`src/rtl/dispense_scheduler_if.sv`:
```
// Request/grant and pulse-train signal bundle shared by the scheduler and its requesters.
// The master side is the scheduler; the slave side is the requester/clockdiv side.
interface dispense_scheduler_if #(
  parameter int N_REQ = 4,
  parameter int WIDTH = 9
);
  logic                     tick;
  logic [N_REQ-1:0]         req;
  logic [N_REQ*WIDTH-1:0]   amount;
  logic [N_REQ-1:0]         grant;
  logic                     busy;
  logic                     out;
  logic                     done;
  logic [1:0]               done_id;

  modport master (
    input  tick, req, amount,
    output grant, busy, out, done, done_id
  );

  modport slave (
    output tick, req, amount,
    input  grant, busy, out, done, done_id
  );
endinterface

```
`src/rtl/dispense_scheduler.sv`:
```
// Round-robin scheduler sharing one tick-paced pulse-train output between up to four requesters.
// Each accepted job drives out for exactly amount ticks, pulses done, then idles GAP ticks.
module dispense_scheduler #(
  parameter int N_REQ = 4,
  parameter int WIDTH = 9,
  parameter int GAP   = 2
) (
  input  logic                 sysclk,
  input  logic                 rst,
  dispense_scheduler_if.master bus
);

  localparam int GW = (GAP > 0) ? $clog2(GAP + 1) : 1;
  localparam logic [WIDTH-1:0] REM_ONE  = WIDTH'(1);
  localparam logic [GW-1:0]    GAP_ONE  = GW'(1);
  localparam logic [GW-1:0]    GAP_LOAD = GW'(GAP);
  localparam logic [1:0]       PTR_RST  = 2'(N_REQ - 1);

  typedef enum logic [1:0] {
    ST_IDLE = 2'd0,
    ST_RUN  = 2'd1,
    ST_GAP  = 2'd2
  } state_t;

  state_t               state_q, state_d;
  logic [1:0]           ptr_q, ptr_d;
  logic [1:0]           id_q, id_d;
  logic [WIDTH-1:0]     rem_q, rem_d;
  logic [GW-1:0]        gap_q, gap_d;
  logic [N_REQ-1:0]     grant_q, grant_d;
  logic                 out_q, out_d;
  logic                 done_q, done_d;
  logic                 busy_q, busy_d;
  logic [1:0]           done_id_q, done_id_d;

  logic [3:0]           req_pad_s;
  logic [1:0]           cand_s;
  logic [1:0]           sel_s;
  logic                 any_req_s;
  logic [WIDTH-1:0]     amt_sel_s;

  function automatic logic [N_REQ-1:0] onehot(input logic [1:0] idx);
    logic [N_REQ-1:0] v;
    v = '0;
    for (int i = 0; i < N_REQ; i++) begin
      v[i] = (idx == 2'(i));
    end
    return v;
  endfunction

  // Arbitration: first set request searching upward from the last grant, wrapping.
  always_comb begin
    req_pad_s             = 4'b0000;
    req_pad_s[N_REQ-1:0]  = bus.req;
    cand_s                = 2'd0;
    sel_s                 = 2'd0;
    any_req_s             = 1'b0;
    amt_sel_s             = '0;
    for (int k = 1; k <= N_REQ; k++) begin
      cand_s    = 2'((int'(ptr_q) + k) % N_REQ);
      sel_s     = (!any_req_s && req_pad_s[cand_s]) ? cand_s : sel_s;
      any_req_s = any_req_s | req_pad_s[cand_s];
    end
    for (int i = 0; i < N_REQ; i++) begin
      amt_sel_s = (sel_s == 2'(i)) ? bus.amount[i*WIDTH +: WIDTH] : amt_sel_s;
    end
  end

  // Next-state and registered-output logic for the IDLE/RUN/GAP sequence.
  always_comb begin
    state_d   = state_q;
    ptr_d     = ptr_q;
    id_d      = id_q;
    rem_d     = rem_q;
    gap_d     = gap_q;
    grant_d   = '0;
    out_d     = out_q;
    done_d    = 1'b0;
    done_id_d = done_id_q;
    case (state_q)
      ST_IDLE: begin
        if (any_req_s) begin
          grant_d = onehot(sel_s);
          ptr_d   = sel_s;
          id_d    = sel_s;
          rem_d   = amt_sel_s;
          if (amt_sel_s != '0) begin
            out_d   = 1'b1;
            state_d = ST_RUN;
          end else begin
            // Zero-amount job completes on its own grant edge.
            out_d     = 1'b0;
            done_d    = 1'b1;
            done_id_d = sel_s;
            if (GAP == 0) begin
              state_d = ST_IDLE;
              gap_d   = '0;
            end else begin
              state_d = ST_GAP;
              gap_d   = GAP_LOAD;
            end
          end
        end else begin
          state_d = ST_IDLE;
        end
      end
      ST_RUN: begin
        if (bus.tick) begin
          if (rem_q > REM_ONE) begin
            rem_d = rem_q - REM_ONE;
          end else begin
            out_d     = 1'b0;
            done_d    = 1'b1;
            done_id_d = id_q;
            rem_d     = '0;
            if (GAP == 0) begin
              state_d = ST_IDLE;
              gap_d   = '0;
            end else begin
              state_d = ST_GAP;
              gap_d   = GAP_LOAD;
            end
          end
        end else begin
          rem_d = rem_q;
        end
      end
      ST_GAP: begin
        if (bus.tick) begin
          if (gap_q <= GAP_ONE) begin
            gap_d   = '0;
            state_d = ST_IDLE;
          end else begin
            gap_d = gap_q - GAP_ONE;
          end
        end else begin
          gap_d = gap_q;
        end
      end
      default: begin
        state_d = ST_IDLE;
        out_d   = 1'b0;
        rem_d   = '0;
        gap_d   = '0;
      end
    endcase
    busy_d = (state_d != ST_IDLE);
  end

  // State and output registers; reset abandons any job without a done pulse.
  always_ff @(posedge sysclk) begin
    if (rst) begin
      state_q   <= ST_IDLE;
      ptr_q     <= PTR_RST;
      id_q      <= 2'd0;
      rem_q     <= '0;
      gap_q     <= '0;
      grant_q   <= '0;
      out_q     <= 1'b0;
      done_q    <= 1'b0;
      busy_q    <= 1'b0;
      done_id_q <= 2'd0;
    end else begin
      state_q   <= state_d;
      ptr_q     <= ptr_d;
      id_q      <= id_d;
      rem_q     <= rem_d;
      gap_q     <= gap_d;
      grant_q   <= grant_d;
      out_q     <= out_d;
      done_q    <= done_d;
      busy_q    <= busy_d;
      done_id_q <= done_id_d;
    end
  end

  assign bus.grant   = grant_q;
  assign bus.busy    = busy_q;
  assign bus.out     = out_q;
  assign bus.done    = done_q;
  assign bus.done_id = done_id_q;

endmodule

```
`src/flat_wrapper.sv`:
```
// flat-port wrapper written by rule: the top's interface ports become plain ports
module dispense_scheduler_flat 
#(
  parameter int N_REQ = 4,
  parameter int WIDTH = 9,
  parameter int GAP   = 2
)
  (sysclk, rst, bus_tick, bus_req, bus_amount, bus_grant, bus_busy, bus_out, bus_done, bus_done_id);
  dispense_scheduler_if #(.N_REQ(N_REQ), .WIDTH(WIDTH)) bus_i ();
  input  logic sysclk;
  input  logic rst;
  input wire logic [$bits(bus_i.tick)-1:0] bus_tick;
  input wire logic [$bits(bus_i.req)-1:0] bus_req;
  input wire logic [$bits(bus_i.amount)-1:0] bus_amount;
  output wire logic [$bits(bus_i.grant)-1:0] bus_grant;
  output wire logic [$bits(bus_i.busy)-1:0] bus_busy;
  output wire logic [$bits(bus_i.out)-1:0] bus_out;
  output wire logic [$bits(bus_i.done)-1:0] bus_done;
  output wire logic [$bits(bus_i.done_id)-1:0] bus_done_id;
  assign bus_i.tick = bus_tick;
  assign bus_i.req = bus_req;
  assign bus_i.amount = bus_amount;
  assign bus_grant = bus_i.grant;
  assign bus_busy = bus_i.busy;
  assign bus_out = bus_i.out;
  assign bus_done = bus_i.done;
  assign bus_done_id = bus_i.done_id;
  dispense_scheduler #(.N_REQ(N_REQ), .WIDTH(WIDTH), .GAP(GAP)) u_core (.sysclk(sysclk), .rst(rst), .bus(bus_i));
endmodule
```
`config.mk`:
```
export PLATFORM = sky130hd
export DESIGN_NAME = dispense_scheduler_flat
export DESIGN_NICKNAME = d
export VERILOG_FILES = /design/src/rtl/dispense_scheduler_if.sv /design/src/rtl/dispense_scheduler.sv /design/src/flat_wrapper.sv
export SDC_FILE = /design/constraint.sdc
export NUM_CORES = 1
export LEC_CHECK = 0
export ABC_AREA = 0
export CORE_AREA = 5 5 51 98
export CTS_CLUSTER_SIZE = 30
export DETAILED_ROUTE_END_ITERATION = 8
export DIE_AREA = 0 0 56 103
export PLACE_DENSITY_LB_ADDON = 0.12
export RECOVER_POWER = 50
export SLEW_MARGIN = 20
export SYNTH_ARGS = -nofsm -noshare
export SYNTH_HDL_FRONTEND = slang
export SYNTH_SLANG_ARGS = --single-unit
```
`constraint.sdc`:
```
create_clock -name sysclk -period 2.4 [get_ports sysclk]
set_clock_uncertainty 0.15 [all_clocks]
set_input_delay 0.48 -clock sysclk [delete_from_list [all_inputs] [get_ports sysclk]]
set_output_delay 0.48 -clock sysclk [all_outputs]
set_load 0.01 [all_outputs]
```
==> flow_summary.yaml, run 1 <==
global_route:
  grt_pass1_wl_mm: 8.03
  grt_use_total: 0.171
  grt_max_degree: 16
  overflow: 0
  grt_pass1_vias: 1711
  grt_antenna_before_repair: 0
synth:
  syn_avg_cell_area_sq_um: 8.60
  yosys.area_share.simple: 0.213
  yosys.area.top_type: "dfxtp_1"
  yosys-top-cells-area: "dfxtp_1 31%, mux2i_1 17%, nor2_1 8.0%, a21oi_1 4.7%, a22oi_1 4.4%"
  synthArstFlopShare: 0
  yosysWarnings: 0
  synth_flop_cell: "dfxtp_1"
  synth_area_sq_um: 1690
  synth_top_family_by_area: "simple AND/OR/NAND/NOR gates"
  synth_mux_area_frac: 0.189
  synth-compound-area-share: 0.197
  yosys.area_share.adder: 0.0148
  synth_top_cell_area_share: 0.307
  synth_edf_count: 0
  ys_seq_area_frac: 0.307
  synthXorXnorAreaFrac: 0.0362
  postSynthCellCount: 197
  synth_nets: 242
  synth.ff_latch_count: 26
  ys_types: 40
worst_setup_path:
  path_cells: "a21o_4, a31oi_4, buf_12, mux2i_2, mux2i_2, nor4_2, buf_4, nand3_4, o21a_4, mux2_4"
  startpoint_type: "flip-flop"
  crit_fanout: 8
  cpMostUsedCell: "mux2i_2"
  critical_path_class: "reg2reg"
  crit_slowest_cell: "dfxtp_4"
  slowest_delay_ps: 370
  worst_ep_arrival_time_ps: 2690
  required_ps: 2420
  worst_setup_path_end_kind: "flip-flop"
detailed_routing:
  routed_wl_mm: 4.98
  avgViaCountPerCell: 5.15
  dr.pass1.iters: 4
  drtIter0Drc: 29
  avgRoutedWirePerCell_microns: 14.7
  vias: 1747
  drc: 0
  antenna_left: 0
placement:
  portBuffers: 51
  gp_congestion: 0.896
  placed_cells: 323
  dpl.hpwl_mm: 3.69
  placed_cell_area_sq_um: 2460
floorplanning:
  num_rows: 34
  ios: 52
  start_util: 0.402
  die_h_microns: 103
  core_sq_um: 4210
  chipWidth_microns: 56
  dieArea_sq_um: 5770
pwr:
  seqPwrFrac: 0.254
  p_switching_uw: 855
  power_frac_comb: 0.595
  swShare: 0.361
  intPower_mw: 1.51
  leakage_nw: 1.18
  pwr_density_cell_nw_per_um2: 819
  irDropWorstVdd_uv: 695
  clock_power_share: 0.151
cells_and_area:
  drive_gt1_frac: 0.298
  post_layout_nonfiller_instances: 339
  design_area_sq_um: 2890
  syn_to_final_growth_pct: 70.8
  num_antenna_cells: 0
  nets: 331
clocking:
  clk-insertion-delay-late_ps: 270
  cts_made_buffers: 3
  clock_sinks: 26
  ctsHoldBuffers: 0
  cts_root_buffer: "clkbuf_8"
  cts_tree: "done"
  cts_buffer_depth: 2
  htreeDepth: 1
  path_clk_slew_ps: 90
sta:
  period_share: 1.11
  setup_viol: 9
  finalCriticalPeriod_ps: 2670
  worstMarginPinSlew_ps: 699
  drv_slew: 0
  max_freq_ghz: 0.375
  rsz0062_at_grt: "yes"
  layout_setup_ws_ps: -267
  final_hold_viol_count: 0
  max-slew-margin-rel: 0.532
run_status:
  outcome: "finished, violations left"
  violations: "negative setup slack"
hold_path:
  hp-class: "reg2reg"
run:
  drv_cap: 0
[through the flow]
step	hold slack (ps)	setup slack (ps)	TNS [ps]	power (mW)	utilization
3_5_place_dp	324	-804	-9290	1.73	0.584
3_3_place_gp	324	-729	-8450	1.72	0.584
4_1_cts	341	-229	-1300	2.22	0.641
2_1_floorplan	303	-119	-284	1.32	-
6_report	336	-267	-1520	2.37	0.687
5_1_grt	359	-328	-2340	2.55	0.687
[area by class of cell]
| class | count | area (sq um) |
|---|---|---|
| clock buffers | 3 | 41.3 |
| clock inverters | 1 | 30.0 |
| fillers | 332 | 1320 |
| inverters | 8 | 30.0 |
| multi-input cells | 156 | 1320 |
| flip-flops and latches | 26 | 524 |
| well taps | 54 | 67.6 |
| repair buffers | 91 | 876 |
[layer usage]
metal  vias up  global-route usage  part of all wire
met5         -                   0                 0
met4         0              0.0567             0.020
met3         8              0.0363             0.053
met2        51               0.307              0.52
met1       808               0.201              0.41
li1        880                   -                 -
[layout by cell type, fill, tap and decap left out, types with 2 or more instances in the layout]
| cell | instances |
|---|---|
| clkdlybuf4s50_1 | 38 |
| nor2_1 | 33 |
| buf_4 | 30 |
| dfxtp_1 | 25 |
| a21oi_1 | 14 |
| mux2i_1 | 13 |
| mux2i_4 | 9 |
| dlygate4sd3_1 | 9 |
| inv_1 | 8 |
| a22oi_1 | 8 |
| mux2i_2 | 7 |
| nand2_1 | 6 |
| nor2b_1 | 6 |
| xor2_1 | 4 |
| o21ai_0 | 4 |
| buf_6 | 4 |
| buf_12 | 4 |
| nand3b_1 | 3 |
| nand2b_1 | 3 |
| a211o_1 | 3 |
| xnor2_1 | 3 |
| clkbuf_8 | 3 |
| and2_1 | 2 |
| nor2_2 | 2 |
| a31oi_4 | 2 |
| a21oi_2 | 2 |
| o21a_1 | 2 |
| nor4_1 | 2 |
| nor3_1 | 2 |
| a22oi_2 | 2 |
| nand3_1 | 2 |
| mux2_4 | 2 |
| ha_1 | 2 |
| clkbuf_2 | 2 |
[cells by family (layout without fill, tap and decap cells)]
kind of cell	count (synthesis)	in the layout
DFF	26	26
xor gates and xnor gates	7	7
muxes	31	31
buffers and inverters	15	103
adders and majority gates	2	2
AOI/OAI and AO/OA	45	45
and+or+nand+nor	71	71
[cell usage after synthesis, types with 2 or more instances]
cell type / instances
a211o_1: 3
nor2_1: 36
a21oi_1: 16
ha_1: 2
xor2_1: 4
mux2_4: 2
o21ai_0: 5
nand2b_1: 3
nor3_1: 4
and2_1: 2
xnor2_1: 3
buf_6: 2
mux2i_1: 29
nand2_1: 6
inv_1: 8
o21a_1: 2
clkbuf_1: 4
nand3_1: 2
dfxtp_1: 26
nand3b_1: 3
a22oi_1: 10
nor2b_1: 6
nor4_1: 2
[state kept, by name, summed over array words and instances (netlist names)]
name / flops
u_core.gap_q: 2
u_core.bus.grant: 4
u_core.rem_q: 9
u_core.id_q: 2
u_core.ptr_q: 2
u_core.bus.done: 1
u_core.state_q: 2
u_core.bus.out: 1
u_core.bus.done_id: 2
u_core.bus.busy: 1
[critical path: cells and delay by family (launching register included)]
kind	cells	cell delay (ps)
buf+inv	2	350
simple gates	2	390
compound gates	3	640
mux	3	650
flops	1	370
[final timing paths]
path                    from                    end  slack [ps]  cells past startpoint
min reg2reg   u_core.bus.out         u_core.bus.out         340                      2
max          u_core.ptr_q[1]  u_core.bus.done_id[1]        -270                     10
max reg2reg  u_core.ptr_q[1]  u_core.bus.done_id[1]        -270                     10
min           u_core.bus.out         u_core.bus.out         340                      2
[repair_timing]
| item | CTS | global route |
|---|---|---|
| pin swaps | 6 | 8 |
| resized for setup | 35 | 28 |
| cloned | 1 | 0 |
| setup endpoints to repair | 17 | 15 |
| buffers inserted | 4 | 7 |
[power by group through the flow]
stage | combinational (mW) | sequential [mW] | clock [mW]
finish | 1.41 | 0.601 | 0.359
global route | 1.54 | 0.615 | 0.394
global placement | 1.11 | 0.604 | 0
detailed placement | 1.12 | 0.606 | 0
CTS | 1.25 | 0.598 | 0.373
floorplan | 0.718 | 0.600 | 0
Power figures use the tool's default switching activity.
==> inputs of run 2 (changes only) <==
--- a/config.mk
+++ b/config.mk
@@ -6,10 +6,10 @@
 export NUM_CORES = 1
 export LEC_CHECK = 0
 export ABC_AREA = 0
-export CORE_AREA = 5 5 51 98
+export CORE_AREA = 5 5 49 93
 export CTS_CLUSTER_SIZE = 30
 export DETAILED_ROUTE_END_ITERATION = 8
-export DIE_AREA = 0 0 56 103
+export DIE_AREA = 0 0 54 98
 export PLACE_DENSITY_LB_ADDON = 0.12
 export RECOVER_POWER = 50
 export SLEW_MARGIN = 20
==> constraint.sdc (replaced) <==
create_clock -name sysclk -period 2.5 [get_ports sysclk]
set_clock_uncertainty 0.15 [all_clocks]
set_input_delay 0.5 -clock sysclk [delete_from_list [all_inputs] [get_ports sysclk]]
set_output_delay 0.5 -clock sysclk [all_outputs]
set_load 0.01 [all_outputs]
==> flow_summary.yaml, run 2 (same netlist as run 1, synthesis figures left out) <==
run_status:
  outcome: "finished, violations left"
  violations: "negative setup slack"
pwr:
  leakage_nw: 1.11
  pwr_density_cell_nw_per_um2: 766
  irDropWorstVdd_uv: 618
hold_path:
  hp-class: "reg2reg"
floorplanning:
  die_h_microns: 98
  ios: 52
  core_sq_um: 3800
  start_util: 0.445
  chipWidth_microns: 54
  num_rows: 32
  dieArea_sq_um: 5290
placement:
  gp_congestion: 0.855
  place_ws_ps: -701
  portBuffers: 51
  placed_cells: 318
  dpl.hpwl_mm: 3.84
  placed_cell_area_sq_um: 2440
sta:
  period_share: 1.09
  setup_viol: 7
  rsz0062_at_grt: "yes"
  max-slew-margin-rel: 0.533
  worstMarginPinSlew_ps: 698
  max_freq_ghz: 0.366
  layout_setup_ws_ps: -230
  drv_slew: 0
  final_hold_viol_count: 0
  finalCriticalPeriod_ps: 2730
clocking:
  path_clk_slew_ps: 90
  cts_root_buffer: "clkbuf_8"
  clk-insertion-delay-late_ps: 270
  clock_sinks: 26
  htreeDepth: 1
  cts_buffer_depth: 2
  cts_tree: "done"
  cts_made_buffers: 3
cells_and_area:
  multi_input_area_sq_um: 1210
  final_core_util: 0.693
  post_layout_nonfiller_instances: 327
  syn_to_final_growth_pct: 55.6
  final_common_cell: "clkdlybuf4s50_1"
  fillCellCount: 314
  top_register: "u_core.rem_q"
  drive_gt1_frac: 0.236
  num_antenna_cells: 0
  design_area_sq_um: 2640
  largest_reg_flops: 9
  seq_area_sq_um: 526
  most-common-layout-cells: "38 x clkdlybuf4s50_1, 34 x nor2_1, 27 x buf_4, 24 x dfxtp_1, 20 x mux2i_1"
  nets: 322
worst_setup_path:
  worst_setup_path_end_kind: "flip-flop"
  critical_path_class: "reg2reg"
  startpoint_type: "flip-flop"
  crit_fanout: 8
  required_ps: 2510
  worst_ep_arrival_time_ps: 2740
global_route:
  grtUsageMet1: 0.192
  grt.met2_usage: 0.385
  met3_usage: 0.0260
  grt_antenna_before_repair: 0
  grt_use_total: 0.203
  overflow: 0
  top_usage_layer: "met2"
  grt_pass1_vias: 1824
  grt_max_degree: 15
  grt_pass1_wl_mm: 8.07
detailed_routing:
  antenna_left: 0
  routed_wl_mm: 5.09
  drtIter0Drc: 34
  drc: 0
  avgViaCountPerCell: 5.46
  avgRoutedWirePerCell_microns: 15.6
  dr.pass1.iters: 4
  vias: 1785
run:
  drv_cap: 0
[run 2: worst paths after layout]
| kind | startpoint | endpoint | slack (ps) | depth (start not counted) |
|---|---|---|---|---|
| max | u_core.ptr_q[1] | u_core.bus.done_id[1] | -230 | 9 |
| min | u_core.bus.out | u_core.bus.out | 330 | 2 |
| max reg2reg | u_core.ptr_q[1] | u_core.bus.done_id[1] | -230 | 9 |
| min reg2reg | u_core.bus.out | u_core.bus.out | 330 | 2 |
[run 2: repair_timing]
action                     CTS  global route
pin swaps                    7             5
gates cloned                 2             0
hold buffers                 0             0
gates resized for setup     22            14
setup buffers                1             2
setup endpoints to repair   11             9
[run 2: layout make-up]
type | instances | share of cell area
inverters | 8 | 0.0114
clock buffers | 4 | 0.0209
well taps | 51 | 0.0242
multi-input cells | 157 | 0.458
repair buffers | 81 | 0.286
flip-flops and latches | 26 | 0.199
[run 2: power by group]
| group | total [mW] | internal [mW] | switching, mW |
|---|---|---|---|
| logic | 1.16 | 0.600 | 0.557 |
| clock network | 0.267 | 0.141 | 0.126 |
| registers | 0.594 | 0.501 | 0.0925 |
| total | 2.02 | 1.24 | 0.776 |
[run 2: routing by layer]
metal | vias up | routed length [microns]
li1 | 864 | -
met3 | 14 | 154
met5 | - | 0
met4 | 0 | 213
met1 | 864 | 1750
met2 | 43 | 2970
[run 2: stage by stage]
step | hold WS [ps] | TNS, ps | power (mW)
after floorplan | 303 | -83.9 | 1.27
after global placement | 315 | -7050 | 1.63
after detailed placement | 326 | -7780 | 1.65
after CTS | 339 | -643 | 1.97
after global routing | 371 | -2050 | 2.16
final | 330 | -1110 | 2.02
[run 2: worst max-delay path, stage by stage, from the launching register on]
cell and delay, ps:
dfxtp_4 380, a21o_4 210, a31oi_4 280, buf_12 180
mux2i_1 250, mux2i_2 140, nor4_4 360, nand3_2 210
o21a_4 180, mux2_4 290
==> inputs of run 3 (changes only) <==
--- a/config.mk
+++ b/config.mk
@@ -6,6 +6,7 @@
 export NUM_CORES = 1
 export LEC_CHECK = 0
 export ABC_AREA = 0
+export ABC_CLOCK_PERIOD_IN_PS = 2500
 export CORE_AREA = 5 5 49 93
 export CTS_CLUSTER_SIZE = 30
 export DETAILED_ROUTE_END_ITERATION = 8
==> results of run 3 <==
Final layout, timing and power as in run 2 (identical DEF).
